<file path="src/rtl/clk_ratio_pkg.sv">
// Shared definitions for the clock-ratio detector family.
//   state_e          : measurement FSM states.
//   LOCK_COUNT_MIN/MAX: legal range of the lock threshold.
//   MATCH_W          : width of the consecutive-match counter (holds up to 15).
//   lock_count_clamp : forces an out-of-range lock threshold into the legal range.
package clk_ratio_pkg;

   typedef enum logic [1:0] {
      WAIT    = 2'd0,
      MEASURE = 2'd1,
      TIMEOUT = 2'd2
   } state_e;

   localparam int LOCK_COUNT_MIN = 1;
   localparam int LOCK_COUNT_MAX = 15;
   localparam int MATCH_W        = 4;

   function automatic int lock_count_clamp(input int n);
      if (n < LOCK_COUNT_MIN) return LOCK_COUNT_MIN;
      if (n > LOCK_COUNT_MAX) return LOCK_COUNT_MAX;
      return n;
   endfunction

endpackage

</file>
<file path="src/rtl/clk_ratio_detect_sync_edge.sv">
// sync_edge: multi-flop synchronizer plus rising-edge detector for an
// asynchronous level input.
//   clk_i : sampling clock
//   rst   : synchronous active-high reset, clears all flops to 0
//   d_i   : asynchronous input
//   lvl   : synchronized level (last synchronizer stage)
//   rise  : one-cycle pulse when lvl goes 0 -> 1
module sync_edge #(
   parameter int STAGES = 2
) (
   input  logic clk_i,
   input  logic rst,
   input  logic d_i,
   output logic lvl,
   output logic rise
);

   logic [STAGES-1:0] sync_q, sync_d;
   logic              lvl_q, lvl_d;

   always_comb begin
      // Shift chain: bit 0 captures the raw input, the top bit is the level.
      sync_d = (sync_q << 1) | STAGES'(d_i);
      lvl_d  = sync_q[STAGES-1];
   end

   always_ff @(posedge clk_i) begin
      if (rst) begin
         sync_q <= '0;
         lvl_q  <= 1'b0;
      end else begin
         sync_q <= sync_d;
         lvl_q  <= lvl_d;
      end
   end

   assign lvl  = sync_q[STAGES-1];
   assign rise = lvl & ~lvl_q;

endmodule

</file>
<file path="src/rtl/clk_ratio_detect.sv">
// clk_ratio_detect: measures the period and high time of a divided clock
// sig_i in clk_i cycles and flags lock once the period is stable.
//   clk_i     : reference clock
//   rst       : synchronous active-high reset
//   sig_i     : asynchronous divided clock under measurement
//   period_o  : last rise-to-rise period in clk_i cycles
//   high_o    : cycles sig_i was sampled high within that period
//   stb_o     : one-cycle pulse when period_o/high_o update
//   valid_o   : a measurement has been published since reset/timeout
//   locked_o  : period stable for LOCK_COUNT consecutive measurements
//   timeout_o : no rising edge within 2^CNT_W-1 cycles
module clk_ratio_detect
   import clk_ratio_pkg::*;
#(
   parameter int CNT_W       = 8,
   parameter int SYNC_STAGES = 2,
   parameter int LOCK_COUNT  = 4
) (
   input  logic             clk_i,
   input  logic             rst,
   input  logic             sig_i,
   output logic [CNT_W-1:0] period_o,
   output logic [CNT_W-1:0] high_o,
   output logic             stb_o,
   output logic             valid_o,
   output logic             locked_o,
   output logic             timeout_o
);

   localparam logic [CNT_W-1:0]   CNT_MAX  = '1;
   localparam logic [CNT_W-1:0]   CNT_ONE  = CNT_W'(1);
   localparam int                 LOCK_N   = lock_count_clamp(LOCK_COUNT);
   localparam logic [MATCH_W-1:0] LOCK_SAT = MATCH_W'(LOCK_N);
   localparam logic [MATCH_W-1:0] LOCK_THR = MATCH_W'(LOCK_N - 1);

   logic lvl, rise;

   sync_edge #(.STAGES(SYNC_STAGES)) u_sync_edge (
      .clk_i (clk_i),
      .rst   (rst),
      .d_i   (sig_i),
      .lvl   (lvl),
      .rise  (rise)
   );

   state_e             state_q, state_d;
   logic [CNT_W-1:0]   cnt_q, cnt_d;
   logic [CNT_W-1:0]   hcnt_q, hcnt_d;
   logic [CNT_W-1:0]   period_q, period_d;
   logic [CNT_W-1:0]   high_q, high_d;
   logic [MATCH_W-1:0] match_q, match_d;
   logic               stb_q, stb_d;
   logic               valid_q, valid_d;
   logic               locked_q, locked_d;
   logic               timeout_q, timeout_d;

   always_comb begin
      // Counters run in every state; a rise always restarts them at 1 so the
      // rise cycle itself is the first cycle of the new period.
      cnt_d  = rise ? CNT_ONE : ((cnt_q == CNT_MAX) ? cnt_q : cnt_q + 1'b1);
      hcnt_d = rise ? CNT_ONE : ((lvl && (hcnt_q != CNT_MAX)) ? hcnt_q + 1'b1 : hcnt_q);

      state_d   = state_q;
      period_d  = period_q;
      high_d    = high_q;
      match_d   = match_q;
      stb_d     = 1'b0;
      valid_d   = valid_q;
      locked_d  = locked_q;
      timeout_d = timeout_q;

      case (state_q)
         WAIT: begin
            // First edge only opens the measurement window.
            if (rise) state_d = MEASURE;
         end
         MEASURE: begin
            if (rise) begin
               period_d = cnt_q;
               high_d   = hcnt_q;
               stb_d    = 1'b1;
               valid_d  = 1'b1;
               if ((cnt_q == period_q) && valid_q)
                  match_d = (match_q == LOCK_SAT) ? match_q : match_q + 1'b1;
               else
                  match_d = '0;
               // The publish just made is itself the first of LOCK_N periods.
               locked_d = (match_d >= LOCK_THR);
            end else if (cnt_q == CNT_MAX) begin
               state_d   = TIMEOUT;
               timeout_d = 1'b1;
               valid_d   = 1'b0;
               locked_d  = 1'b0;
               match_d   = '0;
            end
         end
         TIMEOUT: begin
            if (rise) begin
               state_d   = MEASURE;
               timeout_d = 1'b0;
            end
         end
         default: state_d = WAIT;
      endcase
   end

   always_ff @(posedge clk_i) begin
      if (rst) begin
         state_q   <= WAIT;
         cnt_q     <= '0;
         hcnt_q    <= '0;
         period_q  <= '0;
         high_q    <= '0;
         match_q   <= '0;
         stb_q     <= 1'b0;
         valid_q   <= 1'b0;
         locked_q  <= 1'b0;
         timeout_q <= 1'b0;
      end else begin
         state_q   <= state_d;
         cnt_q     <= cnt_d;
         hcnt_q    <= hcnt_d;
         period_q  <= period_d;
         high_q    <= high_d;
         match_q   <= match_d;
         stb_q     <= stb_d;
         valid_q   <= valid_d;
         locked_q  <= locked_d;
         timeout_q <= timeout_d;
      end
   end

   assign period_o  = period_q;
   assign high_o    = high_q;
   assign stb_o     = stb_q;
   assign valid_o   = valid_q;
   assign locked_o  = locked_q;
   assign timeout_o = timeout_q;

endmodule

</file>
<file path="config.mk">
export PLATFORM = sky130hd
export DESIGN_NAME = clk_ratio_detect
export DESIGN_NICKNAME = d
export VERILOG_FILES = /design/src/rtl/clk_ratio_pkg.sv /design/src/rtl/clk_ratio_detect_sync_edge.sv /design/src/rtl/clk_ratio_detect.sv
export SDC_FILE = /design/constraint.sdc
export NUM_CORES = 1
export LEC_CHECK = 0
export ABC_CLOCK_PERIOD_IN_PS = 1700
export CELL_PAD_IN_SITES_DETAIL_PLACEMENT = 1
export CELL_PAD_IN_SITES_GLOBAL_PLACEMENT = 1
export CORE_MARGIN = 2
export CORE_UTILIZATION = 41
export DETAILED_ROUTE_END_ITERATION = 8
export PLACE_DENSITY_LB_ADDON = 0.12
export RECOVER_POWER = 25
export REMOVE_ABC_BUFFERS = 1
export SLEW_MARGIN = 20
export SYNTH_ARGS = -nofsm -noshare
export SYNTH_HDL_FRONTEND = slang
export SYNTH_SLANG_ARGS = --single-unit
export TNS_END_PERCENT = 20
</file>
<file path="constraint.sdc">
create_clock -name clk_i -period 1.7 [get_ports clk_i]
set_input_delay 0.255 -clock clk_i [delete_from_list [all_inputs] [get_ports clk_i]]
set_output_delay 0.255 -clock clk_i [all_outputs]
set_load 0.02 [all_outputs]
</file>
Yosys cells after proc, flatten, opt, wreduce, memory -nomap -nowiden

Index checks and enable logic that the tools add are counted.

Add/subtract/negate cells: 3
Multiply operators: 0
Div/mod/pow operators: 0
$lt $le $gt $ge: 1
Eq/ne operators: 11
Shift operators: 0
Multiplexer cells: 22
Bitwise operators: 4
Reductions and logical operators: 13

Operator list:

| operator              | number |
|---|---|
| $mux W4               | 6 |
| $add A8 B1 Y8 const B | 2 |
| $mux W1               | 11 |
| $eq A8 B8 Y1          | 1 |
| $eq A8 B8 Y1 const B  | 1 |
| $ne A2 B2 Y1 const B  | 4 |
| $ne A8 B8 Y1 const B  | 1 |
| $mux W2               | 3 |
| $reduce_bool A2 Y1    | 3 |
| $reduce_or A2 Y1      | 3 |
| $add A4 B1 Y4 const B | 1 |
| $eq A4 B3 Y1 const B  | 1 |
| $ge A4 B2 Y1 const B  | 1 |
| $pmux W2 S2           | 1 |
| $reduce_and A2 Y1     | 2 |
| $reduce_and A4 Y1     | 1 |
| $reduce_and A3 Y1     | 1 |
| $eq A2 B1 Y1 const B  | 1 |
| $eq A2 B2 Y1 const B  | 1 |
| $logic_and A1 B1 Y1   | 2 |
| $logic_not A2 Y1      | 1 |
| $ne A2 B1 Y1 const B  | 1 |
| $not A1 Y1            | 2 |
| $or A2 B1 Y2          | 1 |
| other kinds (2)       | 2 |

Register bits after elaboration: 45
Bits in latches: 0
Memory bits (writable): 0
Memory bits (read-only): 0
Input port bits: 3
Logic and storage cells: 68
Memories kept: 0

Longest topological paths before layout

Word-level depth: 7
Mapped depth: 7
Mapped depth without buffers: 7

By module

From an unflattened synthesis, not the netlist that was laid out.

Cells, all modules: 232
Area total of the unflattened synthesis: 1956.9 um^2

By module, submodules not included:

| module           | times used | cells each | area each (um^2) | seq. area each (um^2) |
|---|---|---|---|---|
| clk_ratio_detect | 1          | 225        | 1869.3           | 840.8 |
| sync_edge        | 1          | 7          | 87.6             | 60.1 |

Worst setup path after synthesis

No wires, ideal clock.

Path type: register to register
Start point: reg cnt_q[1]
End point: reg match_q[3]
Data arrival time: 1.404 ns
Data required time: 1.583 ns
Setup slack: 0.179 ns
Stages on the path, launching flop included: 6
Path buffers: 0
Period minus slack after synthesis: 1.521 ns
Cells stage by stage: dfxtp_1 -> ha_1 -> and4_4 -> o22ai_2 -> a21o_1 -> a22o_1

Word-level cells in the longest chain between the ends: 6
Elaborated cells between the ends (all ways): 9
Classes of those cells: eq/ne: 2; mux: 4; reduce/logical: 3

Ends and longest elaborated chain:

| what                   | line                    | source |
|---|---|---|
| start, declared        | clk_ratio_detect.sv:47  | `logic [CNT_W-1:0] cnt_q, cnt_d;` |
| start signal, assigned | clk_ratio_detect.sv:121 | `cnt_q <= cnt_d;` |
| $eq A8 B8 Y1           | clk_ratio_detect.sv:83  | `if ((cnt_q == period_q) && valid_q)` |
| $logic_and A1 B1 Y1    | clk_ratio_detect.sv:83  |  |
| $mux W4                | clk_ratio_detect.sv:83  |  |
| $mux W4                | clk_ratio_detect.sv:78  | `if (rise) begin` |
| $mux W4                | clk_ratio_detect.sv:72  | `case (state_q)` |
| $mux W4                | clk_ratio_detect.sv:78  |  |
| end signal, assigned   | clk_ratio_detect.sv:125 | `match_q <= match_d;` |
| end, declared          | clk_ratio_detect.sv:51  | `logic [MATCH_W-1:0] match_q, match_d;` |

Parallel ways exist; a longest one is shown, timed or not. The select of a mux whose other input is x is not followed.
A chain may end at the register's enable or synchronous reset.

Final worst setup path

Start point: reg u_sync_edge.lvl_q
End point: reg match_q[3]

Word-level cells in the longest chain between the ends: 4
Elaborated cells between the ends (all ways): 5
Classes of those cells: mux: 1; bitwise: 2; reduce/logical: 2

Ends and longest elaborated chain:

| what                         | line                             | source |
|---|---|---|
| start, declared              | clk_ratio_detect_sync_edge.sv:19 | `logic lvl_q, lvl_d;` |
| start signal, assigned       | clk_ratio_detect_sync_edge.sv:33 | `lvl_q <= lvl_d;` |
| $not A1 Y1 *                 | clk_ratio_detect_sync_edge.sv:38 | `assign rise = lvl & ~lvl_q;` |
| $and A1 B1 Y1 *              | clk_ratio_detect_sync_edge.sv:38 |  |
| $reduce_bool A2 Y1 (no line) | n/a                              |  |
| $reduce_and A2 Y1 (no line)  | n/a                              |  |

Mark *: on every way between the ends. The rest lies on a longest branch, timed or not.

==> results.md <==
- Area leader, netlist: dfxtp_1
- Total routed wirelength: 4430 um
- Total track usage: 0.182
- Reg area: 902 sq um
- Post-DP HPWL: 3290 um
- Switching pwr: 469 uW
- Final setup fails: 0
- WP data arrival: 1840 ps
- Clk pin slew, worst setup/hold paths: 90 ps
- Library cells used by synthesis: 37
- Count of flip-flops with a built-in enable after synthesis: 0
- RSZ-0062 raised after global routing: no
- Initial DRC count: 54
- Multi-input logic area: 987 sq um
- CP Class: reg -> reg
- DR pass1 iterations: 4
- Slew Viols, Final: 0
- I/O pin count: 23
- Sequential Power Share: 0.575
- Setup crit start kind: flop
- Initial antenna violation count: 0
- Wire per inst: 13.7 um
- Gate power share: 0.058
- Worst-Margin Slew: 693 ps
- Mapped Cells: 232
- Ys flop type: dfxtp_1
- Crit end category: flop
- Placed Area: 2350 sq um
- CTS sink count: 45
- TritonCTS Buffers: 5
- Sequential share of the synthesized area: 0.456
- Share of layout cells above drive strength 1: 0.111
- Yosys warnings: 0
- Vias in the first global route: 1709
- Via count: 1685
- Grt met2 use: 0.314
- TritonCTS clock tree: yes
- Pin count of the biggest net entering global routing: 18
- Chip Height: 73.4 um
- IR drop worst, VDD: 443 uV
- PwrDens: 776 nW/um^2
- Worst Skew: 7.81 ps
- Diode count: 0
- Mapped Area: 1970 sq um
- Port bufs: 22
- Fillcell total: 569
- Post-synth ARST share: 0
- Clk buf depth: 2
- Hold Crit Class: reg -> reg
- Worst skew pair latency: 300 ps
- Max Fclk: 630 MHz
- Vias per inst: 5.20
- Top cells by area, synth: dfxtp_1 46%, nand2_1 8.9%, a21oi_1 7.6%, xnor2_1 4.0%, xor2_1 3.5%
- Relative slew slack: 0.538
- Highest net fanout along the worst path: 6
- Row cnt: 25
- Post-route clock period utilization: 0.934
- Worst EP required: 1950 ps
- Sw Share: 0.249
- Cell-internal power: 1.41 mW
- Initial core utilization: 0.421
- Final core occ: 0.517
- Met3 usage: 0.0370
- Antenna-violating nets left: 0
- Status: complete, no violations
- Clock share of power: 0.367
- Routability cong.: 0.828
- Met1 usage: 0.230
- Yosys top cell area share: 0.456
- P&R area growth vs syn: 22.9%
- H-tree Lvls: 2
- Clk root buf: clkbuf_8
- Core Box Area: 4690 sq um
- Tmin final: 1590 ps
- Max_cap viols: 0
- Final count of hold timing violations: 0
- Grt ovf: 0
- Layout net count: 276
- Leakage: 0.873 nW
- Chip width: 73.4 um
- Yosys reg bits: 45
- GR peak layer: met2
- Area of the die: 5390 sq um
- Syn_area_per_cell: 8.51 sq um
- Final instance area: 2430 sq um
- First-pass GRT wire length: 7670 um
- DRC viols: 0
[critical path: stages (launching register included)]
cell      delay (ps)
dfxtp_1          350
and4bb_1         300
nand2b_1         140
nor4_4           450
a21o_1           180
a22o_1           130
[through the flow]
stage                     cells  power [mW]  setup WS, ps  setup TNS, ps  hold WS [ps]
after floorplan             221        1.16         -60.2          -60.2           324
after global placement      316        1.22          54.9              0           418
after detailed placement    316        1.22        0.0985              0           435
after CTS                   324        1.91          90.7              0           459
after global routing        324        1.97          3.09              0           469
final                       324        1.88           112              0           455
[per-layer routing]
metal,wire length [um],vias to the layer above
met3,113,7
met1,2110,786
met2,2160,21
met5,0,-
met4,46,0
li1,-,871
[Yosys cell counts, types with 5 or more instances]
cell type,n
nand2_1,47
dfxtp_1,45
a21oi_1,30
nor2_1,11
nand4_1,9
xnor2_1,9
clkbuf_1,8
xor2_1,8
inv_1,7
nand3_1,6
o21ai_0,6
nor2b_1,5
nor3_1,5
[power by group through the flow]
stage                     logic (mW)  clock network, mW  registers, mW
after floorplan               0.0532                  0           1.11
after global placement         0.113                  0           1.11
after detailed placement       0.115                  0           1.11
after CTS                      0.115              0.717           1.08
after global routing           0.123              0.757           1.09
final                          0.110              0.691           1.08
[final timing paths]
check / start / cells after the start / slack [ps] / to
max: u_sync_edge.lvl_q / 5 / 110 / match_q[3]
min: u_sync_edge.sync_q[0] / 1 / 450 / u_sync_edge.sync_q[1]
max reg2reg: u_sync_edge.lvl_q / 5 / 110 / match_q[3]
min reg2reg: u_sync_edge.sync_q[0] / 1 / 450 / u_sync_edge.sync_q[1]
[final cells by class]
type / count / share of cell area
multi-input combinational: 169 / 0.407
sequential: 45 / 0.372
timing repair buffer: 41 / 0.144
clock buffer: 5 / 0.0284
tap: 54 / 0.0278
inverter: 7 / 0.0108
clock inverter: 3 / 0.0103
[cells by family after synthesis]
family | after synthesis | share of synthesized area
simple gates | 99 | 0.258
compound gates | 49 | 0.144
flops | 45 | 0.456
buf+inv | 18 | 0.0406
xor+xnor | 17 | 0.0754
fa+ha+maj | 4 | 0.0253
[registers in the layout (all words and copies together), names as in the netlist]
name / count
period_o: 8
state_q: 2
cnt_q: 8
valid_o: 1
u_sync_edge.lvl_q: 1
timeout_o: 1
stb_o: 1
high_o: 8
match_q: 4
u_sync_edge.sync_q: 2
hcnt_q: 8
locked_o: 1
[cells in the final DEF, fill, tap and decap left out, drive strengths merged, types with 4 or more instances in the layout]
cell,n
nand2,47
dfxtp,45
a21oi,30
clkdlybuf4s50,21
buf,15
nor2,11
xnor2,9
nand4,9
inv,9
clkbuf,9
xor2,8
nand3,6
o21ai,6
nor2b,5
nor3,5
and4,5
nand2b,4
ha,4
[what timing repair did]
| item | 4_1_cts | 5_1_grt |
|---|---|---|
| hold buffers | 0 | 0 |
| hold endpoints to repair | 0 | 0 |
| buffers inserted | 0 | 0 |
| resized for setup | 0 | 3 |
| endpoints found under the setup margin | 0 | 5 |
(Power assumes the default switching activity.)
